## config.mk

```make
export PLATFORM = sky130hd
export DESIGN_NAME = fetch_unit
export DESIGN_NICKNAME = d
export VERILOG_FILES = /design/src/rtl/fetch_unit.sv
export SDC_FILE = /design/constraint.sdc
export NUM_CORES = 1
export LEC_CHECK = 0
export ABC_AREA = 1
export BUFFER_PORTS_ARGS = -buffer_cell sky130_fd_sc_hd__buf_2
export CAP_MARGIN = 5
export CORE_MARGIN = 2
export CORE_UTILIZATION = 50
export CTS_CLUSTER_SIZE = 30
export DETAILED_ROUTE_END_ITERATION = 12
export HOLD_SLACK_MARGIN = 0.06
export PLACE_DENSITY = 0.77
export SETUP_SLACK_MARGIN = 0.05
export SKIP_CTS_REPAIR_TIMING = 1
export SLEW_MARGIN = 30
export SYNTH_ARGS = -nofsm -noshare
export SYNTH_HDL_FRONTEND = slang
export SYNTH_SLANG_ARGS = --single-unit
```

## constraint.sdc

```tcl
create_clock -name clk -period 2.2 [get_ports clk]
set_input_delay 0.33 -clock clk [delete_from_list [all_inputs] [get_ports clk]]
set_output_delay 0.33 -clock clk [all_outputs]
set_load 0.1 [all_outputs]
```

## src/rtl/fetch_unit.sv

```systemverilog
// Instruction fetch stage: PC, variable-latency imem requests, 2-entry queue.
// Define FETCH_BYPASS_EN to forward responses straight to the decoder when empty.
module fetch_unit #(
    parameter logic [31:0] RESET_PC = 32'h0000_0000
) (
    input  logic        clk,
    input  logic        rst_n,
    output logic        imem_req,
    output logic [31:0] imem_addr,
    input  logic        imem_ready,
    input  logic        imem_rvalid,
    input  logic [31:0] imem_rdata,
    input  logic        redirect,
    input  logic [31:0] redirect_pc,
    output logic        instr_valid,
    input  logic        instr_ready,
    output logic [31:0] instr,
    output logic [31:0] instr_pc
);

    logic [31:0] fetch_pc;
    logic [1:0]  live;
    logic [1:0]  drop;
    logic [1:0]  count;
    logic [31:0] q_word [2];
    logic [31:0] q_pc   [2];
    logic        q_head;
    logic [31:0] pf     [2];
    logic        pf_head;

    logic        accept;
    logic        rsp_drop;
    logic        rsp_keep;
    logic        bypass;
    logic        pop;
    logic        pop_q;
    logic        push;
    logic        q_wr;
    logic        pf_wr;
    logic [2:0]  pend;
    logic [1:0]  drop_redir;

    assign imem_addr = fetch_pc;
    assign imem_req  = rst_n && !redirect
                    && (({1'b0, live} + {1'b0, drop}) < 3'd2)
                    && (({1'b0, live} + {1'b0, count}) < 3'd2);

    assign accept   = imem_req && imem_ready;
    assign rsp_drop = imem_rvalid && (drop != 2'd0);
    assign rsp_keep = imem_rvalid && (drop == 2'd0) && (live != 2'd0);

`ifdef FETCH_BYPASS_EN
    assign bypass = rsp_keep && (count == 2'd0) && !redirect;
`else
    assign bypass = 1'b0;
`endif

    assign instr_valid = !redirect && ((count != 2'd0) || bypass);
    assign instr       = bypass ? imem_rdata : q_word[q_head];
    assign instr_pc    = bypass ? pf[pf_head] : q_pc[q_head];

    assign pop   = instr_valid && instr_ready;
    assign pop_q = pop && !bypass;
    assign push  = rsp_keep && !(bypass && instr_ready);
    assign q_wr  = q_head ^ count[0];
    assign pf_wr = pf_head ^ live[0];

    // A response arriving with the redirect consumes one pending slot.
    always_comb begin
        pend = {1'b0, drop} + {1'b0, live};
        if (imem_rvalid && (pend != 3'd0))
            pend = pend - 3'd1;
        drop_redir = (pend > 3'd2) ? 2'd2 : pend[1:0];
    end

    always_ff @(posedge clk or negedge rst_n) begin
        if (!rst_n) begin
            fetch_pc  <= RESET_PC;
            live      <= 2'd0;
            drop      <= 2'd0;
            count     <= 2'd0;
            q_head    <= 1'b0;
            pf_head   <= 1'b0;
            q_word[0] <= 32'd0;
            q_word[1] <= 32'd0;
            q_pc[0]   <= 32'd0;
            q_pc[1]   <= 32'd0;
            pf[0]     <= 32'd0;
            pf[1]     <= 32'd0;
        end else if (redirect) begin
            fetch_pc <= {redirect_pc[31:2], 2'b00};
            live     <= 2'd0;
            count    <= 2'd0;
            drop     <= drop_redir;
        end else begin
            if (accept) begin
                fetch_pc  <= fetch_pc + 32'd4;
                pf[pf_wr] <= fetch_pc;
            end
            live <= live + {1'b0, accept} - {1'b0, rsp_keep};
            drop <= drop - {1'b0, rsp_drop};
            if (rsp_keep)
                pf_head <= ~pf_head;
            if (push) begin
                q_word[q_wr] <= imem_rdata;
                q_pc[q_wr]   <= pf[pf_head];
            end
            if (pop_q)
                q_head <= ~q_head;
            count <= count + {1'b0, push} - {1'b0, pop_q};
        end
    end

endmodule
```

Word level (Yosys, flattened, before mapping)
Cells that the tools add are included.
Widths: inputs -> output; s select.
- output and inout bits: 98
- input port bits: 70
- bits in registers: 232
- logic and storage cells: 84
- reductions and logical operators: 22
- mux-type cells: 23
- magnitude comparators: 9
- add/sub/neg operators: 9
- bitwise logic cells: 9
- operators by type and width (kind ; count):
    $mux 32 ; 13
    $bwmux 64 ; 3
    $demux 32 s1 ; 2
    $add 32x3->32 const B ; 1
    $logic_and 1x1->1 ; 12
    $ge 2x2->1 const B ; 4
    $mux 2 ; 4
    $not 1->2 ; 4
    $reduce_bool 2->1 ; 4
    $add 2x2->3 ; 2
    $lt 3x2->1 const B ; 2
    $reduce_and 2->1 ; 3
    $sub 2x1->2 ; 3
    $add 2x1->2 ; 2
    $lt 2x1->1 const B ; 2
    $gt 3x2->1 const B ; 1
    $mux 3 ; 1
    $not 1->1 ; 3
    $reduce_bool 3->1 ; 1
    $sub 3x1->3 const B ; 1
    $logic_not 2->1 ; 1
    $xor 1x1->1 ; 2
    $logic_not 1->1 ; 1

Logic depth before layout (Yosys ltp)
Gate-level depths: netlist of run 1.
- word-level depth: 8
- depth in mapped cells: 13
- gate-level depth less buffers: 13

Worst setup path before layout of run 1
OpenSTA, ideal clock, no wires.
- kind: reg2out
- from: register q_head
- to: output port instr_pc[23]
- slack: -0.993 ns
- stages on the path, launching flop included: 4
- arrival time: 2.863 ns
- required time: 1.870 ns
- cell sequence: dfrtp_1 -> buf_2 -> clkbuf_1 -> o21ai_0
- cells in the longest elaborated chain, start to end: 4
- RTL lines (what ; RTL line ; source):
    from (decl) ; 27 ; logic q_head;
    from (signal assigned) ; 109 ; q_head <= ~q_head;
    $not 1->2 (not written as such) ; 60 ; assign instr_pc = bypass ? pf[pf_head] : q_pc[q_head];
    $mux 32 (not written as such) (3 in a row) ; 60 ;
    to (decl) ; 18 ; output logic [31:0] instr_pc
Every way passes these cells. The select of a mux whose other input is x is not followed.

Final worst setup path of run 1
- from: register live[0]
- to: output port imem_req
- cells in the longest elaborated chain, start to end: 4
- elaborated cells between the ends (all ways): 6
- classes of those cells: 2 x add/sub; 2 x order compare; 2 x reduce/logical
- RTL lines (what ; RTL line ; source):
    from (decl) ; 22 ; logic [1:0] live;
    from (signal assigned) ; 100 ; live <= live + {1'b0, accept} - {1'b0, rsp_keep};
    $add 2x2->3 ; 45 ; && (({1'b0, live} + {1'b0, drop}) < 3'd2)
    $lt 3x2->1 ; 45 ;
    $logic_and 1x1->1 ; 45 ;
    $logic_and 1x1->1 (*) ; 46 ; && (({1'b0, live} + {1'b0, count}) < 3'd2);
    to (decl) ; 8 ; output logic imem_req,
Mark *: on every way between the ends. The rest lies on a longest branch, timed or not.

==> flow_metrics.tcl, run 1 <==
set metrics [dict create \
    viasPerCell 5.276 \
    hold_path_depth 3 \
    layout-drive-gt1-share_pct 24.46 \
    area_growth_pct 34.20 \
    hold_path.class "in2reg" \
    finalSetupViolCount 104 \
    yosysUniqueCellTypes 29 \
    slew_viol_final 0 \
    clock_latency_ns 0.52 \
    status "complete, but fails checks" \
    hold_viol 0 \
    setup_tns_ns -9.429 \
    hpwl_um 17510 \
    drtPass1Iterations 7 \
    htreeDepth 1 \
    syn_area_um2 10870 \
    via_count 10010 \
    syn_inst 1422 \
    synth-compound-area-share_pct 11.24 \
    yosys_warnings 0 \
    postRouteAntennaNets 0 \
    cts_made_buffers 24 \
    synth-simple-area-share_pct 26.10 \
    fin_nets 1689 \
    tightest_slew_ns 0.9432 \
    clockBufferDepth 3 \
    worstPathRequired_ns 1.87 \
    synth_top_family_by_area "simple AND/OR/NAND/NOR gates" \
    peakVddDrop_uv 812.4 \
    drc 0 \
    preCtsSetupSlack_ns -0.1302 \
    violations "setup timing" \
    fp.dieH_um 151.4 \
    antenna-diode-count 0 \
    grt_max_degree 156 \
    start_util_pct 51.38 \
    place_congestion 0.9573 \
    fin_cells 1898 \
    synth_ff_type "dfrtp_1" \
    async_flop_share_pct 100.0 \
    die_x_um 151.4 \
    grt_pass1_wl_um 42170 \
    timing.hold.ws_ns 0.04769 \
    min_period_ns 2.481 \
    dp.cells 1820 \
    relSlewSlack_pct 37.12 \
    cp_max_fo 4 \
    rows 53 \
    synthMuxAreaShare_pct 0 \
    antenna_found_initial 0 \
    yosys.area_share.xor_xnor_pct 1.692 \
    worstSetupEndpointType "output port" \
    drtIter0Drc 726 \
    cts.sinks 222 \
    ios 168 \
    coreArea_um2 21150 \
    leakagePower_nw 7.458 \
    cap_violations 0 \
    layout_commonest_cell "nand2_1" \
    synthAdderAreaFrac_pct 1.405 \
    wire_per_inst_um 16.54 \
    cts_root_buf "clkbuf_16" \
    drt_wl_total_um 31400 \
    synth_edf_count 0 \
    multi_input_area_um2 4911 \
    fmax_mhz 403.1 \
    clk_pin_slew_ns 0.06 \
    start_kind "flop" \
    die_area_um2 22930 \
    period_share_pct 112.8 \
    finalClockSkew_ns 0.01049 \
    gr-total-overflow 0 \
    worstPathArrival_ns 2.15 \
    grt_pass1_vias 8698 \
    power.density_nw_per_um2 1537 \
    avgSynthCellArea_um2 7.643 \
    yosysSeqAreaShare_pct 51.12 \
    synth_seq_cells 222 \
    ff2ff_path_depth 15 \
    setup_slack_ns -0.2807 \
    cts_tree "yes" \
    mostFrequentLayoutCells "583 x nand2_1, 220 x dfrtp_1, 133 x inv_1" \
    finalPower_mw 22.42 \
    seq_area_um2 5560 \
    rsz0062_at_grt "true" \
    gr-usage-all-layers_pct 22.85 \
    path_class "reg2out" \
    num-fill-cells 1530 \
    port_buffers 161 \
]
metrics by stage:
stage          area (µm²)  utilization (%)
2_1_floorplan       11110                -
3_3_place_gp        12560            59.37
3_5_place_dp        12560            59.37
4_1_cts             13290            62.84
5_1_grt             14590            68.95
6_report            14590            68.95
power breakdown:
group          switching [mW]  internal (mW)
Clock                    1.60           2.21
Sequential              0.833           5.39
Combinational            8.43           3.97
Total                    10.9           11.6
routing by layer:
metal	vias to the layer above	track usage [%]	routed length, µm	share of wire (%)
li1	4747	-	-	-
met1	4736	33.35	12840	41
met2	458	35.45	15050	48
met3	72	3.434	2388	7.6
met4	0	6.869	1119	3.6
met5	-	0	0	0
kinds of logic (layout without fill, tap and decap cells):
group / Yosys count / in the layout
AND/OR/NAND/NOR: 735 / 736
flip-flops: 222 / 222
AO/OA/AOI/OAI: 218 / 218
buffers and inverters: 214 / 411
XOR/XNOR: 21 / 21
adder cells (fa/ha/maj): 11 / 11
other: 1 / 4
cell usage after synthesis (2+ instances only):
| library cell | instances | area, µm² |
|---|---|---|
| buf_1 | 4 | 15.01 |
| buf_2 | 23 | 115.1 |
| buf_4 | 4 | 30.03 |
| buf_6 | 9 | 101.4 |
| clkbuf_1 | 31 | 116.4 |
| dfrtp_1 | 222 | 5555 |
| fa_1 | 2 | 40.04 |
| ha_1 | 9 | 112.6 |
| inv_1 | 138 | 518.0 |
| inv_2 | 4 | 15.01 |
| nand2_1 | 637 | 2391 |
| nand2_2 | 2 | 12.51 |
| nand3_1 | 29 | 145.1 |
| nor2_1 | 60 | 225.2 |
| nor2_4 | 3 | 33.78 |
| o211ai_1 | 6 | 45.04 |
| o21ai_0 | 150 | 750.7 |
| o21ai_1 | 30 | 150.1 |
| o21ai_2 | 30 | 262.8 |
| xnor2_1 | 5 | 43.79 |
| xor2_1 | 16 | 140.1 |
worst paths after layout:
path	startpoint	endpoint	slack, ns
min in group asynchronous	rst_n	pf[52]$_DFFE_PN0P_	0.52
min reg2reg	q_pc[28]$_DFFE_PN0P_	q_pc[28]$_DFFE_PN0P_	0.47
max reg2reg	live[0]$_DFF_PN0_	pf[45]$_DFFE_PN0P_	-0.18
max	live[0]$_DFF_PN0_	imem_req	-0.28
min	redirect_pc[5]	imem_addr[5]$_DFFE_PN0P_	0.05
max in group asynchronous	rst_n	q_word[33]$_DFFE_PN0P_	0.93
registers in the layout, indices dropped and copies added (netlist names):
| name | count |
|---|---|
| pf_head | 1 |
| imem_addr | 30 |
| q_head | 1 |
| q_pc | 60 |
| drop | 2 |
| q_word | 64 |
| count | 2 |
| live | 2 |
| pf | 60 |
area by class of cell:
type                            count  area share, %
Sequential cell                   222          38.12
Multi-Input combinational cell    990          33.67
Timing Repair Buffer              227          17.08
Clock buffer                       37          4.873
Inverter                          143          3.740
Tap cell                          275          2.359
Clock inverter                      4         0.1544
critical path: stages, from the launching register on:
cell	delay [ns]
dfrtp_2	0.41
ha_4	0.14
inv_2	0.03
fa_1	0.50
nand2_1	0.06
inv_1	0.06
nand2_2	0.06
nor2_4	0.09
buf_6	0.11
buf_12	0.16
Note: power is estimated with default switching activity, not from simulation.
==> inputs of run 2 (changes only) <==
Settings changed: CAP_MARGIN 5 to 10, CTS_BUF_LIST set to sky130_fd_sc_hd__clkbuf_8.
==> flow_metrics.tcl, run 2 (synthesis results as in run 1) <==
set metrics [dict create \
    power.density_nw_per_um2 1480 \
    cts.sinks 222 \
    slew_viol_final 0 \
    cts_root_buf "clkbuf_8" \
    gr-total-overflow 0 \
    cp.depth 9 \
    start_kind "flop" \
    start_util_pct 51.38 \
    via_count 9832 \
    tightest_slew_ns 0.8636 \
    reg2reg_to "pf[11]$_DFFE_PN0P_" \
    violations "setup timing" \
    dp.cells 1820 \
    clockBufferDepth 3 \
    crit_family "adder cells" \
    rows 53 \
    ios 168 \
    drt_wl_total_um 28550 \
    relSlewSlack_pct 42.43 \
    cts_tree "yes" \
    layout_commonest_cell "nand2_1" \
    fin_cells 1908 \
    cp_max_fo 4 \
    worstHoldEndpoint "imem_addr[10]$_DFFE_PN0P_" \
    seq_area_um2 5560 \
    clock_latency_ns 0.53 \
    reg2reg_setup_slack_ns -0.20 \
    wl_met2_um 13100 \
    worstPathRequired_ns 1.87 \
    ff2ff_path_depth 14 \
    drtPass1Iterations 7 \
    antenna-diode-count 0 \
    drc 0 \
    place_congestion 0.9573 \
    slowest_delay_ns 0.50 \
    top_regs "q_word (64), pf (60), q_pc (60)" \
    coreArea_um2 21150 \
    min_period_ns 2.503 \
    drt-met1-wl_um 12130 \
    path_buf_inv 4 \
    path_class "reg2out" \
    port_buffers 161 \
    cpMaxStageDelayCell "fa_1" \
    worstSetupEndpointType "output port" \
    timing.hold.ws_ns 0.04884 \
    hold_viol 0 \
    leakagePower_nw 7.325 \
    grt_pass1_wl_um 41810 \
    peakVddDrop_uv 670.6 \
    wire_per_inst_um 14.96 \
    dr_wl_met3_um 2296 \
    rsz0062_at_grt "true" \
    layout-drive-gt1-share_pct 22.90 \
    cp_cell_sequence "ha_4 -> inv_2 -> fa_1 -> nand2_1 -> inv_1 -> nand2_2 -> nor2_4 -> buf_6 -> buf_12" \
    worstPathArrival_ns 2.17 \
    grt_pass1_vias 8734 \
    top_layer "met4" \
    setup_slack_ns -0.3035 \
    grt_max_degree 156 \
    finalClockSkew_ns 0.01823 \
    fin_nets 1694 \
    r2r-start "live[0]$_DFF_PN0_" \
    num-fill-cells 1668 \
    gr-usage-all-layers_pct 22.71 \
    antenna_found_initial 0 \
    die_x_um 151.4 \
    largest_register_ffs 64 \
    status "complete, but fails checks" \
    finalSetupViolCount 93 \
    hpwl_um 17510 \
    min-delay-start "redirect_pc[10]" \
    fmax_mhz 399.4 \
    die_area_um2 22930 \
    multi_input_area_um2 4679 \
    fp.dieH_um 151.4 \
    clk_pin_slew_ns 0.06 \
    drtIter0Drc 610 \
    viasPerCell 5.153 \
    period_share_pct 113.8 \
    final_util_pct 66.01 \
    cap_violations 0 \
    regMostFlops "q_word" \
    postRouteAntennaNets 0 \
    htreeDepth 2 \
    hold_path_depth 3 \
    area_growth_pct 28.49 \
    cts_made_buffers 38 \
    mostFrequentLayoutCells "606 x nand2_1, 220 x dfrtp_1, 146 x inv_1" \
    hold_path.class "in2reg" \
]
[run 2: cell types whose count changed in the layout (fill, tap and decap cells not counted), moves of 13 or more]
| cell | previous run | this run |
|---|---|---|
| nand2_1 | 583 | 606 |
| buf_12 | 52 | 34 |
| nand2_2 | 51 | 32 |
| inv_1 | 133 | 146 |
| clkbuf_8 | 5 | 47 |
| o21ai_2 | 40 | 59 |
| o21ai_4 | 21 | 1 |
| clkbuf_16 | 36 | 8 |
[run 2: area by class of cell]
type / instances / share of cell area [%]
tap: 275 / 2.464
clock buffer: 46 / 4.534
multi-input combinational: 990 / 33.51
inverter: 143 / 3.880
clock inverter: 14 / 0.4032
sequential: 222 / 39.82
timing repair buffer: 218 / 15.39
[run 2: worst max-delay path by stage]
stage	startpoint	endpoint	slack [ns]
global route	live[0]$_DFF_PN0_	imem_req	-0.41
global placement	live[0]$_DFF_PN0_	pf[28]$_DFFE_PN0P_	-0.06
CTS	live[0]$_DFF_PN0_	imem_req	-0.44
detailed placement	live[0]$_DFF_PN0_	pf[18]$_DFFE_PN0P_	-0.13
finish	live[0]$_DFF_PN0_	imem_req	-0.30
floorplan	live[0]$_DFF_PN0_	live[1]$_DFF_PN0_	-0.53
[run 2: worst register-to-register path, cell delays in order, from the launching register on]
cell and delay, ns:
dfrtp_2 0.41, ha_4 0.15, inv_2 0.03, fa_1 0.50, nand2_1 0.06, inv_1 0.06, nand2_2 0.06, nor2_4 0.10
buf_4 0.13, nand2_4 0.07, buf_4 0.15, or2_4 0.27, clkbuf_16 0.17, nand2_2 0.07, o21ai_2 0.05
[run 2: report_power, final]
| group | total (mW) | internal [mW] | switching [mW] |
|---|---|---|---|
| clock network | 3.45 | 1.86 | 1.59 |
| registers | 6.18 | 5.39 | 0.787 |
| logic | 11.0 | 3.17 | 7.87 |
| total | 20.7 | 10.4 | 10.3 |
[run 2: per-layer routing]
layer,GRT usage (%),vias to the layer above
met5,0,-
met4,8.972,0
met3,3.343,72
met2,34.66,446
met1,32.75,4539
li1,-,4775
[run 2: per-stage QoR]
stage / TNS [ns] / worst slack, ns / total power [mW] / area [µm²]
after global routing: -21.92 / -0.4077 / 21.72 / 13960
after CTS: -14.60 / -0.4365 / 20.08 / 13250
after detailed placement: -5.312 / -0.1302 / 16.60 / 12560
after floorplan: -40.39 / -0.5328 / 14.54 / 11110
after global placement: -1.435 / -0.06446 / 16.37 / 12560
final: -10.84 / -0.3035 / 20.67 / 13960
==> inputs of run 3 (changes only) <==
Settings changed: ABC_AREA 1 to 0, HOLD_SLACK_MARGIN 0.06 to 0.02, PLACE_DENSITY 0.77 to 0.78.
==> flow_metrics.tcl, run 3 <==
set metrics [dict create \
    hpwl_um 15470 \
    antenna_found_initial 1 \
    area_growth_pct 42.56 \
    clk_pin_slew_ns 0.07 \
    peakVddDrop_uv 724.0 \
    regMostFlops "q_word" \
    worstPathRequired_ns 1.87 \
    status "complete, but fails checks" \
    grt_pass1_vias 7553 \
    wire_per_inst_um 20.67 \
    via_count 7851 \
    yosysMostFrequentCell "dfrtp_1" \
    syn_inst 839 \
    finalSetupViolCount 115 \
    violations "hold timing, setup timing" \
    layout_commonest_cell "dfrtp_1" \
    drc 0 \
    path_class "reg2out" \
    setup_slack_ns -0.5034 \
    largest_register_ffs 64 \
    synth_common_cells "222 x dfrtp_1, 181 x mux2_2, 80 x nor2_1" \
    power_frac_comb_pct 50.1 \
    num-fill-cells 1265 \
    fmax_mhz 369.9 \
    rsz0062_at_grt "true" \
    setup_tns_ns -26.04 \
    power.internal_mw 11.45 \
    hold_viol 15 \
    finalClockSkew_ns 0.03242 \
    start_kind "flop" \
    p_sw_mw 8.386 \
    finalPower_mw 19.83 \
    leakagePower_nw 6.940 \
    place_congestion 0.8651 \
    coreArea_um2 20040 \
    grt_pass1_wl_um 38360 \
    drtPass1Iterations 5 \
    synth_top_area_cell "dfrtp_1" \
    synthTopCellsByArea "dfrtp_1 55%, mux2_2 20%, a21oi_1 3.3%, mux2i_1 3.3%, nor2_1 3.0%" \
    min_period_ns 2.703 \
    viasPerCell 5.648 \
    start_util_pct 50.48 \
    synth_top_area_share_pct 54.92 \
    cts_root_buf "clkbuf_8" \
    htreeDepth 2 \
    top_regs "q_word (64), pf (60), q_pc (60)" \
    synth_seq_cells 222 \
    layout-drive-gt1-share_pct 50.00 \
    hold_path.class "in2async" \
    drt_wl_total_um 28730 \
    yosysUniqueCellTypes 45 \
    synth_edf_count 0 \
    clock_latency_ns 0.54 \
    multi_input_area_um2 4674 \
    fin_nets 1174 \
    cap_violations 0 \
    tightest_slew_ns 0.8477 \
    avgSynthCellArea_um2 12.06 \
    postRouteAntennaNets 0 \
    rows 52 \
    cts_tree "yes" \
    port_buffers 161 \
    slew_viol_final 0 \
    drtIter0Drc 641 \
    async_flop_share_pct 100.0 \
    cp-startpoint "live[0]$_DFF_PN0_" \
    mostFrequentLayoutCells "211 x dfrtp_1, 154 x mux2_2, 97 x buf_2" \
    syn_area_um2 10120 \
    period_share_pct 122.9 \
    cts_made_buffers 38 \
    switching_share_pct 42.28 \
    grt_max_degree 156 \
    seq_area_um2 5572 \
    seq_power_share_pct 30.5 \
    r2r-start "live[0]$_DFF_PN0_" \
    worstSetupEndpointType "output port" \
    antenna-diode-count 0 \
    clockBufferDepth 3 \
    die_x_um 146.2 \
    worstPathArrival_ns 2.37 \
    yosys_warnings 0 \
    synth_ff_type "dfrtp_1" \
    fp.dieH_um 146.2 \
    relSlewSlack_pct 43.49 \
    die_area_um2 21390 \
    cp_max_fo 2 \
    ios 168 \
    gr-usage-all-layers_pct 22.17 \
    cts.sinks 222 \
    power.density_nw_per_um2 1375 \
    clkPwrFrac_pct 19.4 \
    yosysSeqAreaShare_pct 54.92 \
    gr-total-overflow 0 \
    timing.hold.ws_ns -0.02056 \
]
run 3: stage by stage:
step | cell area, µm² | util, % | hold slack [ns] | worst slack [ns] | instances
floorplan | 10240 | - | 0.03441 | -0.6413 | 842
global placement | 12070 | 60.22 | 0.4608 | -0.2958 | 1271
detailed placement | 12070 | 60.22 | 0.4726 | -0.3829 | 1271
CTS | 12860 | 64.15 | -0.01935 | -0.5862 | 1338
global route | 14420 | 71.97 | -0.02037 | -0.5784 | 1390
finish | 14420 | 71.97 | -0.02056 | -0.5034 | 1390
run 3: metal layers:
layer  GRT usage (%)  vias to the layer above  share of wire, %  routed length [µm]
met5               0                        -                 0                   0
met4           7.184                        0               3.0                 857
met3           4.781                       71               6.3                1806
met2           37.03                      297                51               14620
met1           29.11                     3984                40               11450
li1                -                     3499                 -                   -
run 3: cell type report:
type | count | area share (%)
Sequential cell | 222 | 38.63
Tap cell | 270 | 2.343
Timing Repair Buffer | 265 | 20.77
Clock buffer | 47 | 4.486
Multi-Input combinational cell | 553 | 32.41
Inverter | 13 | 0.3731
Clock inverter | 20 | 0.9804
run 3: worst paths after layout:
path / slack [ns] / end / cells past startpoint
worst max-delay path: -0.50 / imem_req / 7
worst min register to register: 0.50 / q_word[13]$_DFFE_PN0P_ / 1
max in group asynchronous: 1.57 / imem_addr[9]$_DFFE_PN0P_ / 2
worst max register to register: -0.44 / imem_addr[22]$_DFFE_PN0P_ / 12
min in group clk: 0.01 / imem_addr[3]$_DFFE_PN0P_ / 3
worst min-delay path: -0.02 / imem_addr[24]$_DFFE_PN0P_ / 2
run 3: worst max-delay path: stages, from the launching register on:
cell and delay, ns:
dfrtp_1 0.38, ha_2 0.19, inv_2 0.04, fa_2 0.56, nand4b_4 0.12, buf_4 0.16
nor3_4 0.17, buf_12 0.21
run 3: logic make-up after synthesis:
logic type | after synthesis | share of synthesized area (%)
buffers and inverters | 67 | 2.770
AOI/OAI and AO/OA | 118 | 6.716
and+or+nand+nor | 188 | 9.078
other | 1 | 0.03707
muxes | 214 | 23.41
DFF | 222 | 54.92
xor gates and xnor gates | 18 | 1.558
adders and majority gates | 11 | 1.509
run 3: power by group through the flow:
stage          sequential, mW  clock, mW  combinational, mW
4_1_cts                  5.94       3.87               8.12
2_1_floorplan            6.30          0               5.56
5_1_grt                  6.18       4.10               10.3
3_5_place_dp             6.01          0               8.08
6_report                 6.06       3.85               9.93
3_3_place_gp             5.92          0               7.96
